$ cat src/rtl/pipe_reg_mux.sv
// Enable-gated WIDTH x DEPTH register chain with runtime tap select (0 = bypass)
// and a settle counter that reports when the chosen tap holds a coherent stream.
module pipe_reg_mux #(
  parameter int          WIDTH   = 18,
  parameter int          DEPTH   = 2,
  parameter logic [47:0] RST_VAL = '0,
  localparam int         TW      = (DEPTH + 1 <= 2) ? 1 : $clog2(DEPTH + 1)
) (
  input  logic             clk,
  input  logic             rst,
  input  logic             clk_en,
  input  logic [WIDTH-1:0] d,
  input  logic             d_valid,
  input  logic [TW-1:0]    tap_sel,
  output logic [WIDTH-1:0] q,
  output logic             q_valid,
  output logic             primed
);

  localparam logic [WIDTH-1:0] RST_WORD  = RST_VAL[WIDTH-1:0];
  localparam logic [TW-1:0]    DEPTH_TAP = TW'(DEPTH);

  logic [WIDTH-1:0] stage_reg [1:DEPTH];
  logic             vstage_reg [1:DEPTH];
  logic [TW-1:0]    tap_reg;
  logic [TW-1:0]    cnt_reg;
  logic [TW-1:0]    eff;
  logic             q_valid_raw;

  // Out-of-range selects clamp silently to the deepest stage.
  always_comb begin
    eff = (tap_sel > DEPTH_TAP) ? DEPTH_TAP : tap_sel;
  end

  genvar gi;
  generate
    for (gi = 1; gi <= DEPTH; gi++) begin : g_stage
      if (gi == 1) begin : g_first
        always_ff @(posedge clk) begin
          if (rst) begin
            stage_reg[gi]  <= RST_WORD;
            vstage_reg[gi] <= 1'b0;
          end else if (clk_en) begin
            stage_reg[gi]  <= d;
            vstage_reg[gi] <= d_valid;
          end
        end
      end else begin : g_rest
        always_ff @(posedge clk) begin
          if (rst) begin
            stage_reg[gi]  <= RST_WORD;
            vstage_reg[gi] <= 1'b0;
          end else if (clk_en) begin
            stage_reg[gi]  <= stage_reg[gi-1];
            vstage_reg[gi] <= vstage_reg[gi-1];
          end
        end
      end
    end
  endgenerate

  // A tap change restarts the fill count; stage contents are left untouched.
  always_ff @(posedge clk) begin
    if (rst) begin
      cnt_reg <= '0;
      tap_reg <= eff;
    end else if (clk_en) begin
      if (eff != tap_reg) begin
        cnt_reg <= '0;
        tap_reg <= eff;
      end else if (cnt_reg < eff) begin
        cnt_reg <= cnt_reg + TW'(1);
      end
    end
  end

  always_comb begin
    q           = d;
    q_valid_raw = d_valid;
    for (int k = 1; k <= DEPTH; k++) begin
      if (eff == TW'(k)) begin
        q           = stage_reg[k];
        q_valid_raw = vstage_reg[k];
      end
    end
  end

  assign primed  = (eff == tap_reg) && (cnt_reg >= eff);
  assign q_valid = q_valid_raw && primed;

endmodule

$ cat config.mk
export PLATFORM = sky130hd
export DESIGN_NAME = pipe_reg_mux
export DESIGN_NICKNAME = d
export VERILOG_FILES = /design/src/rtl/pipe_reg_mux.sv
export SDC_FILE = /design/constraint.sdc
export NUM_CORES = 1
export LEC_CHECK = 0
export BUFFER_PORTS_ARGS = -buffer_cell sky130_fd_sc_hd__buf_4
export CORE_UTILIZATION = 49
export CTS_CLUSTER_DIAMETER = 100
export DETAILED_ROUTE_END_ITERATION = 16
export HOLD_SLACK_MARGIN = 0.15
export PLACE_DENSITY = 0.86
export SETUP_SLACK_MARGIN = 0.4
export SYNTH_ARGS = -nofsm -noshare
export SYNTH_HDL_FRONTEND = slang
export SYNTH_SLANG_ARGS = --single-unit
$ cat constraint.sdc
create_clock -name clk -period 1.11 [get_ports clk]
set_input_delay 0.1665 -clock clk [delete_from_list [all_inputs] [get_ports clk]]
set_output_delay 0.1665 -clock clk [all_outputs]
set_load 0.05 [all_outputs]
==> flow_summary.json, run 1 <==
{
  "worst_hold_slack_ns": 0.113,
  "total_power_mw": 3.88,
  "met3_usage_pct": 6.42,
  "cts_made_buffers": 5,
  "fraction_of_synthesized_cell_area_taken_by_the_top_area_cell_type_pct": 56.9,
  "core_outline_area_um2": 4060,
  "leakagePower_nw": 1.26,
  "cell_internal_pwr_mw": 2.75,
  "setup.worst_path.class": "reg2out",
  "ys_dominant_reg_cell": "sky130_fd_sc_hd__edfxtp_1",
  "report.final.hold_viol_count": 0,
  "timing.critical_path.fanout_max": 3,
  "comb_power_share_pct": 26.5,
  "global_route.peak_usage_layer": "met2",
  "peakVddDrop_mv": 0.975,
  "rsz0062_at_grt": "true",
  "number_of_detailed_routing_iterations_run_before_antenna_repair": 4,
  "synth_xor_xnor_area_share_pct": 0.415,
  "endpoint_kind": "output pin",
  "violations": "negative setup slack",
  "synth_area_leader_cell": "sky130_fd_sc_hd__edfxtp_1",
  "first_global_vias": 1494,
  "final.setup_skew_ns": 0.00933,
  "drv.max_cap_violation_count": 0,
  "critical_path.reg2reg.startpoint": "tap_reg[0]",
  "synthSimpleGateAreaFrac_pct": 17.5,
  "initial_utilization_pct": 52.0,
  "post_drt_via_cell_ratio": 5.34,
  "postSynth.asyncResetShare_pct": 0,
  "slew_violations": 0,
  "main_combinational_cell_family_by_area_after_synthesis": "simple AND/OR/NAND/NOR gates",
  "timing.critical_path.arrival_ns": 1.54,
  "dpl_hpwl_um": 2710,
  "drive_above_1_share_pct": 48.5,
  "total_gr_overflow": 0,
  "clock_power_share_pct": 24.1,
  "area_growth_syn_to_layout_pct": 46.6,
  "synth_cell_types": 30,
  "setup_tns_ns": -5.21,
  "drt_wl_total_um": 4790,
  "antenna-diode-count": 0,
  "postSynthRegisterBits": 42,
  "synth_top_cells_by_area": "sky130_fd_sc_hd__edfxtp_1 57%, sky130_fd_sc_hd__and2_1 11%, sky130_fd_sc_hd__mux2i_1 9.0%",
  "ys_warnings": 0,
  "syn_area_um2": 2110,
  "grt_start_max_net_pins": 26,
  "min_period_over_period_pct": 154,
  "std_cell_rows": 23,
  "routabilityCongestion": 0.745,
  "setup-violations-final": 24,
  "groute.layer.met1.usage_pct": 30.1,
  "worst_slew_margin_rel_pct": 80.7,
  "clkSlewWorstSetupHoldPaths_ns": 0.08,
  "synth_enable_flop_cells": 40,
  "p_sw_share_pct": 29.3,
  "cell_chosen_for_the_clock_root": "sky130_fd_sc_hd__clkbuf_8",
  "startpoint_type": "flop",
  "htree_levels": 2,
  "floorplan.die.height_um": 67.6,
  "ios": 44,
  "power.sequential.fraction_pct": 49.4,
  "syn-num-nets": 197,
  "worstMarginPinSlew_ns": 0.289,
  "synth.avg_cell_area_um2": 12.3,
  "area_share_of_fa_ha_maj_cells_after_synthesis_pct": 0.593,
  "min_path_type": "in2reg",
  "worstSetupEndpoint": "q_valid",
  "antenna_found_initial": 0,
  "drc_violations": 0,
  "io_port_bufs": 43,
  "period_minus_slack_ns": 1.71,
  "synth-compound-area-share_pct": 8.66,
  "detailedPlace.worstSlack_ns": -0.292,
  "cts-root-to-sink-buffers": 2,
  "power_density_nw_per_um2": 1260,
  "grt_total_usage_pct": 23.1,
  "worst_skew_pair.late_latency_ns": 0.29,
  "chipWidth_um": 67.6,
  "slack_of_the_critical_path_ns": -0.599,
  "max_reg_flops": 36,
  "fp.dieArea_um2": 4570,
  "syn_inst": 172,
  "drt_first_iter_violations": 113,
  "timing.reg2reg.setup_slack_ns": -0.23,
  "ant_nets": 0,
  "cts_tree": "done",
  "reg2reg_path_depth": 3,
  "cp_data_required_time_ns": 0.94,
  "gr-usage-met2_pct": 36.8,
  "post_drt_wl_per_cell_um": 16.8,
  "max_freq_ghz": 0.585,
  "worst_r2r_endpoint": "tap_reg[0]",
  "final_nets": 259,
  "finalCoreUtilization_pct": 76.2,
  "critPathLaunch": "tap_reg[0]",
  "dr_total_vias": 1523,
  "yosysSeqAreaShare_pct": 58.8,
  "status": "finished, violations left",
  "cts.sinks": 42,
  "filler_cell_count": 246,
  "total_switching_power_mw": 1.14,
  "synthMuxAreaShare_pct": 9.02,
  "grt_pass1_wl_um": 7290
}
timing repair:
item | in CTS | in global routing
setup buffers | 5 | 1
pin swaps | 12 | 11
gates resized for setup | 40 | 7
setup endpoints to repair | 100 | 47
cloned | 2 | 0
hold endpoints to repair | 1 | 1
Yosys cell counts, types with 2 or more instances:
library cell / instances
sky130_fd_sc_hd__buf_2: 2
sky130_fd_sc_hd__mux2i_1: 19
sky130_fd_sc_hd__o21ai_0: 9
sky130_fd_sc_hd__o21ai_1: 10
sky130_fd_sc_hd__nand2_1: 21
sky130_fd_sc_hd__dfxtp_1: 2
sky130_fd_sc_hd__inv_1: 3
sky130_fd_sc_hd__and2_1: 38
sky130_fd_sc_hd__buf_6: 4
sky130_fd_sc_hd__clkbuf_1: 3
sky130_fd_sc_hd__a21oi_2: 2
sky130_fd_sc_hd__edfxtp_1: 40
sky130_fd_sc_hd__nand2b_1: 2
cells in the final DEF (no fill, tap or decap), types with 2 or more instances in the layout:
| cell | Yosys | final |
|---|---|---|
| sky130_fd_sc_hd__and2_1 | 38 | 36 |
| sky130_fd_sc_hd__and2_4 | 0 | 2 |
| sky130_fd_sc_hd__buf_12 | 1 | 6 |
| sky130_fd_sc_hd__buf_4 | 1 | 35 |
| sky130_fd_sc_hd__buf_6 | 4 | 21 |
| sky130_fd_sc_hd__buf_8 | 0 | 2 |
| sky130_fd_sc_hd__clkbuf_8 | 0 | 5 |
| sky130_fd_sc_hd__edfxtp_1 | 40 | 40 |
| sky130_fd_sc_hd__inv_1 | 3 | 2 |
| sky130_fd_sc_hd__mux2i_1 | 19 | 5 |
| sky130_fd_sc_hd__mux2i_2 | 0 | 14 |
| sky130_fd_sc_hd__nand2_1 | 21 | 21 |
| sky130_fd_sc_hd__nand2b_1 | 2 | 2 |
| sky130_fd_sc_hd__nor2_4 | 1 | 2 |
| sky130_fd_sc_hd__nor2b_4 | 0 | 2 |
| sky130_fd_sc_hd__o21ai_1 | 10 | 5 |
| sky130_fd_sc_hd__o21ai_2 | 1 | 2 |
| sky130_fd_sc_hd__o21ai_4 | 0 | 12 |
| sky130_fd_sc_hd__or2_4 | 0 | 2 |
cell type report:
| cell class | count | area [um2] | share of cell area [%] |
|---|---|---|---|
| multi-input cells | 118 | 1040 | 33.7 |
| inverters | 3 | 13.8 | 0.445 |
| well taps | 50 | 62.6 | 2.02 |
| repair buffers | 64 | 649 | 21.0 |
| clock inverters | 2 | 8.76 | 0.283 |
| clock buffers | 6 | 72.6 | 2.35 |
| flip-flops and latches | 42 | 1240 | 40.2 |
logic make-up after synthesis:
| kind of cell | Yosys count |
|---|---|
| AOI/OAI and AO/OA | 29 |
| xor gates and xnor gates | 1 |
| adders and majority gates | 1 |
| buffers and inverters | 14 |
| DFF | 42 |
| muxes | 19 |
| and+or+nand+nor | 66 |
metrics by stage:
step | std cells | instance area, um2
floorplan | 172 | 2310
global placement | 269 | 2740
detailed placement | 269 | 2740
CTS | 284 | 3050
global route | 285 | 3090
finish | 285 | 3090
power groups by stage:
stage / combinational, mW / sequential [mW] / clock (mW)
detailed placement: 0.856 / 1.94 / 0
CTS: 0.999 / 1.91 / 0.936
floorplan: 0.602 / 1.93 / 0
finish: 1.03 / 1.92 / 0.937
global placement: 0.843 / 1.93 / 0
global route: 1.08 / 1.93 / 1.02
routing by layer:
metal	up-vias	wire, um
li1	732	-
met1	729	1970
met2	53	2490
met5	-	0
met3	9	257
met4	0	72
worst max-delay path: stages, from the launching register on:
cell                        delay (ns)
sky130_fd_sc_hd__edfxtp_1         0.45
sky130_fd_sc_hd__buf_4            0.18
sky130_fd_sc_hd__a2bb2oi_4        0.18
sky130_fd_sc_hd__a21oi_4          0.14
sky130_fd_sc_hd__o211a_4          0.17
sky130_fd_sc_hd__buf_8            0.14
worst min-delay path by stage:
stage          cells after the start  startpoint         end
3_5_place_dp                       2         rst  cnt_reg[1]
4_1_cts                            2         rst  cnt_reg[1]
6_report                           2         rst  cnt_reg[1]
2_1_floorplan                      1         rst  cnt_reg[1]
5_1_grt                            2         rst  cnt_reg[1]
3_3_place_gp                       2         rst  cnt_reg[1]
No activity file was read; power rests on OpenSTA's default activity.
==> run 2, diff against run 1 <==
--- a/config.mk
+++ b/config.mk
@@ -6,6 +6,7 @@
 export NUM_CORES = 1
 export LEC_CHECK = 0
 export BUFFER_PORTS_ARGS = -buffer_cell sky130_fd_sc_hd__buf_4
+export CORE_ASPECT_RATIO = 0.6
 export CORE_UTILIZATION = 49
 export CTS_CLUSTER_DIAMETER = 100
 export DETAILED_ROUTE_END_ITERATION = 16
==> flow_summary.json, run 2 (same netlist as run 1, synthesis figures left out) <==
{
  "status": "finished, violations left",
  "violations": "negative setup slack",
  "floorplan.die.height_um": 52.8,
  "drive_above_1_share_pct": 49.2,
  "critPathTopFamily": "flip-flops",
  "cp_data_required_time_ns": 0.94,
  "global_route.peak_usage_layer": "met2",
  "finalCoreUtilization_pct": 74.9,
  "std_cell_rows": 18,
  "max_freq_ghz": 0.601,
  "drt_wl_total_um": 4990,
  "peakVddDrop_mv": 0.900,
  "final_nets": 260,
  "path_cells": "xnor2_2 > a2bb2oi_2 > a21oi_4 > buf_4 > buf_8",
  "number_of_detailed_routing_iterations_run_before_antenna_repair": 4,
  "total_power_mw": 3.88,
  "slack_of_the_critical_path_ns": -0.553,
  "first_global_vias": 1488,
  "grt_start_max_net_pins": 25,
  "max_reg_flops": 36,
  "cpPeakStageDelay_ns": 0.46,
  "groute.layer.met1.usage_pct": 31.2,
  "worst_slew_margin_rel_pct": 75.3,
  "htree_levels": 2,
  "routabilityCongestion": 0.838,
  "reg2reg_path_depth": 3,
  "cts-root-to-sink-buffers": 2,
  "worstHoldStart": "d[15]",
  "worst_r2r_endpoint": "tap_reg[1]",
  "timing.critical_path.fanout_max": 3,
  "critical-path-slowest-cell": "sky130_fd_sc_hd__edfxtp_1",
  "worst_skew_pair.late_latency_ns": 0.29,
  "timing.critical_path.buf_inv": 2,
  "numPlacedInstances": 279,
  "cts_tree": "done",
  "cts_made_buffers": 5,
  "drt_first_iter_violations": 49,
  "initial_utilization_pct": 51.2,
  "core_outline_area_um2": 4120,
  "total_gr_overflow": 0,
  "period_minus_slack_ns": 1.66,
  "drc_violations": 0,
  "grt_pass1_wl_um": 7530,
  "area_growth_syn_to_layout_pct": 46.3,
  "report.final.hold_viol_count": 0,
  "endpoint_kind": "output pin",
  "setup.worst_path.class": "reg2out",
  "timing.hold.worst_path_depth": 2,
  "finalInstanceArea_um2": 3090,
  "leakagePower_nw": 1.26,
  "rsz0062_at_grt": "true",
  "ios": 44,
  "number_of_buffers_inserted_for_hold_repair_after_clock_tree_synthesis": 0,
  "drv.max_cap_violation_count": 0,
  "most-common-layout-cells": "40 x sky130_fd_sc_hd__edfxtp_1, 38 x sky130_fd_sc_hd__buf_4, 33 x sky130_fd_sc_hd__and2_1",
  "cell_chosen_for_the_clock_root": "sky130_fd_sc_hd__clkbuf_8",
  "min_period_over_period_pct": 150,
  "chipWidth_um": 86.7,
  "post_drt_wl_per_cell_um": 16.8,
  "slew_violations": 0,
  "post_drt_via_cell_ratio": 5.20,
  "timing.critical_path.arrival_ns": 1.50,
  "instances_no_fill": 296,
  "timing.reg2reg.setup_slack_ns": -0.24,
  "met3_usage_pct": 5.51,
  "clkSlewWorstSetupHoldPaths_ns": 0.08,
  "ant_nets": 0,
  "cts.sinks": 42,
  "setup-violations-final": 24,
  "dpl_hpwl_um": 2880,
  "worstMarginPinSlew_ns": 0.370,
  "fp.dieArea_um2": 4580,
  "final.setup_skew_ns": 0.00548,
  "antenna_found_initial": 0,
  "gr-usage-met2_pct": 36.6,
  "hold-path-endpoint": "stage_reg[1][15]",
  "io_port_bufs": 43,
  "dr_total_vias": 1538,
  "critical_path.reg2reg.startpoint": "tap_reg[0]",
  "layout.cells.most_common": "sky130_fd_sc_hd__edfxtp_1",
  "antenna-diode-count": 0,
  "min_path_type": "in2reg",
  "grt_total_usage_pct": 23.0,
  "power_density_nw_per_um2": 1260,
  "filler_cell_count": 283,
  "postPlaceCellArea_um2": 2730,
  "startpoint_type": "flop"
}
run 2: how the worst max path moves through the flow:
stage | from | endpoint | depth (start not counted)
after detailed placement | tap_reg[0] | q_valid | 5
final | tap_reg[0] | primed | 5
after floorplan | tap_reg[0] | q_valid | 4
after global routing | tap_reg[0] | primed | 5
after global placement | tap_reg[0] | q_valid | 5
after CTS | tap_reg[0] | q_valid | 5
run 2: layout make-up:
cell class	instances	area, um2	share of cell area (%)
clock buffers	6	72.6	2.35
clock inverters	2	8.76	0.284
multi-input cells	118	1040	33.7
flip-flops and latches	42	1240	40.3
repair buffers	65	632	20.5
inverters	3	13.8	0.446
well taps	60	75.1	2.43
run 2: layer usage:
metal / up-vias / wire, um
met5: - / 0
met4: 0 / 25
met3: 5 / 289
met2: 61 / 2380
met1: 740 / 2290
li1: 732 / -
run 2: metrics by stage:
stage               setup TNS [ns]  setup WS [ns]  hold slack (ns)
detailed placement           -5.84         -0.244            0.467
CTS                          -5.12         -0.532            0.167
global placement             -5.15         -0.218            0.463
finish                       -5.32         -0.553            0.170
floorplan                    -1.67         -0.400            0.228
global route                 -6.60         -0.606            0.165
run 2: timing repair:
action                                  4_1_cts  5_1_grt
pin swaps                                     6       15
endpoints found under the setup margin      100       61
gates cloned                                  2        0
gates resized for setup                      37       11
buffers inserted                              2        5
run 2: power breakdown:
group / switching (mW) / internal [mW] / total [mW]
combinational: 0.575 / 0.446 / 1.02
sequential: 0.0590 / 1.86 / 1.92
clock: 0.505 / 0.433 / 0.938
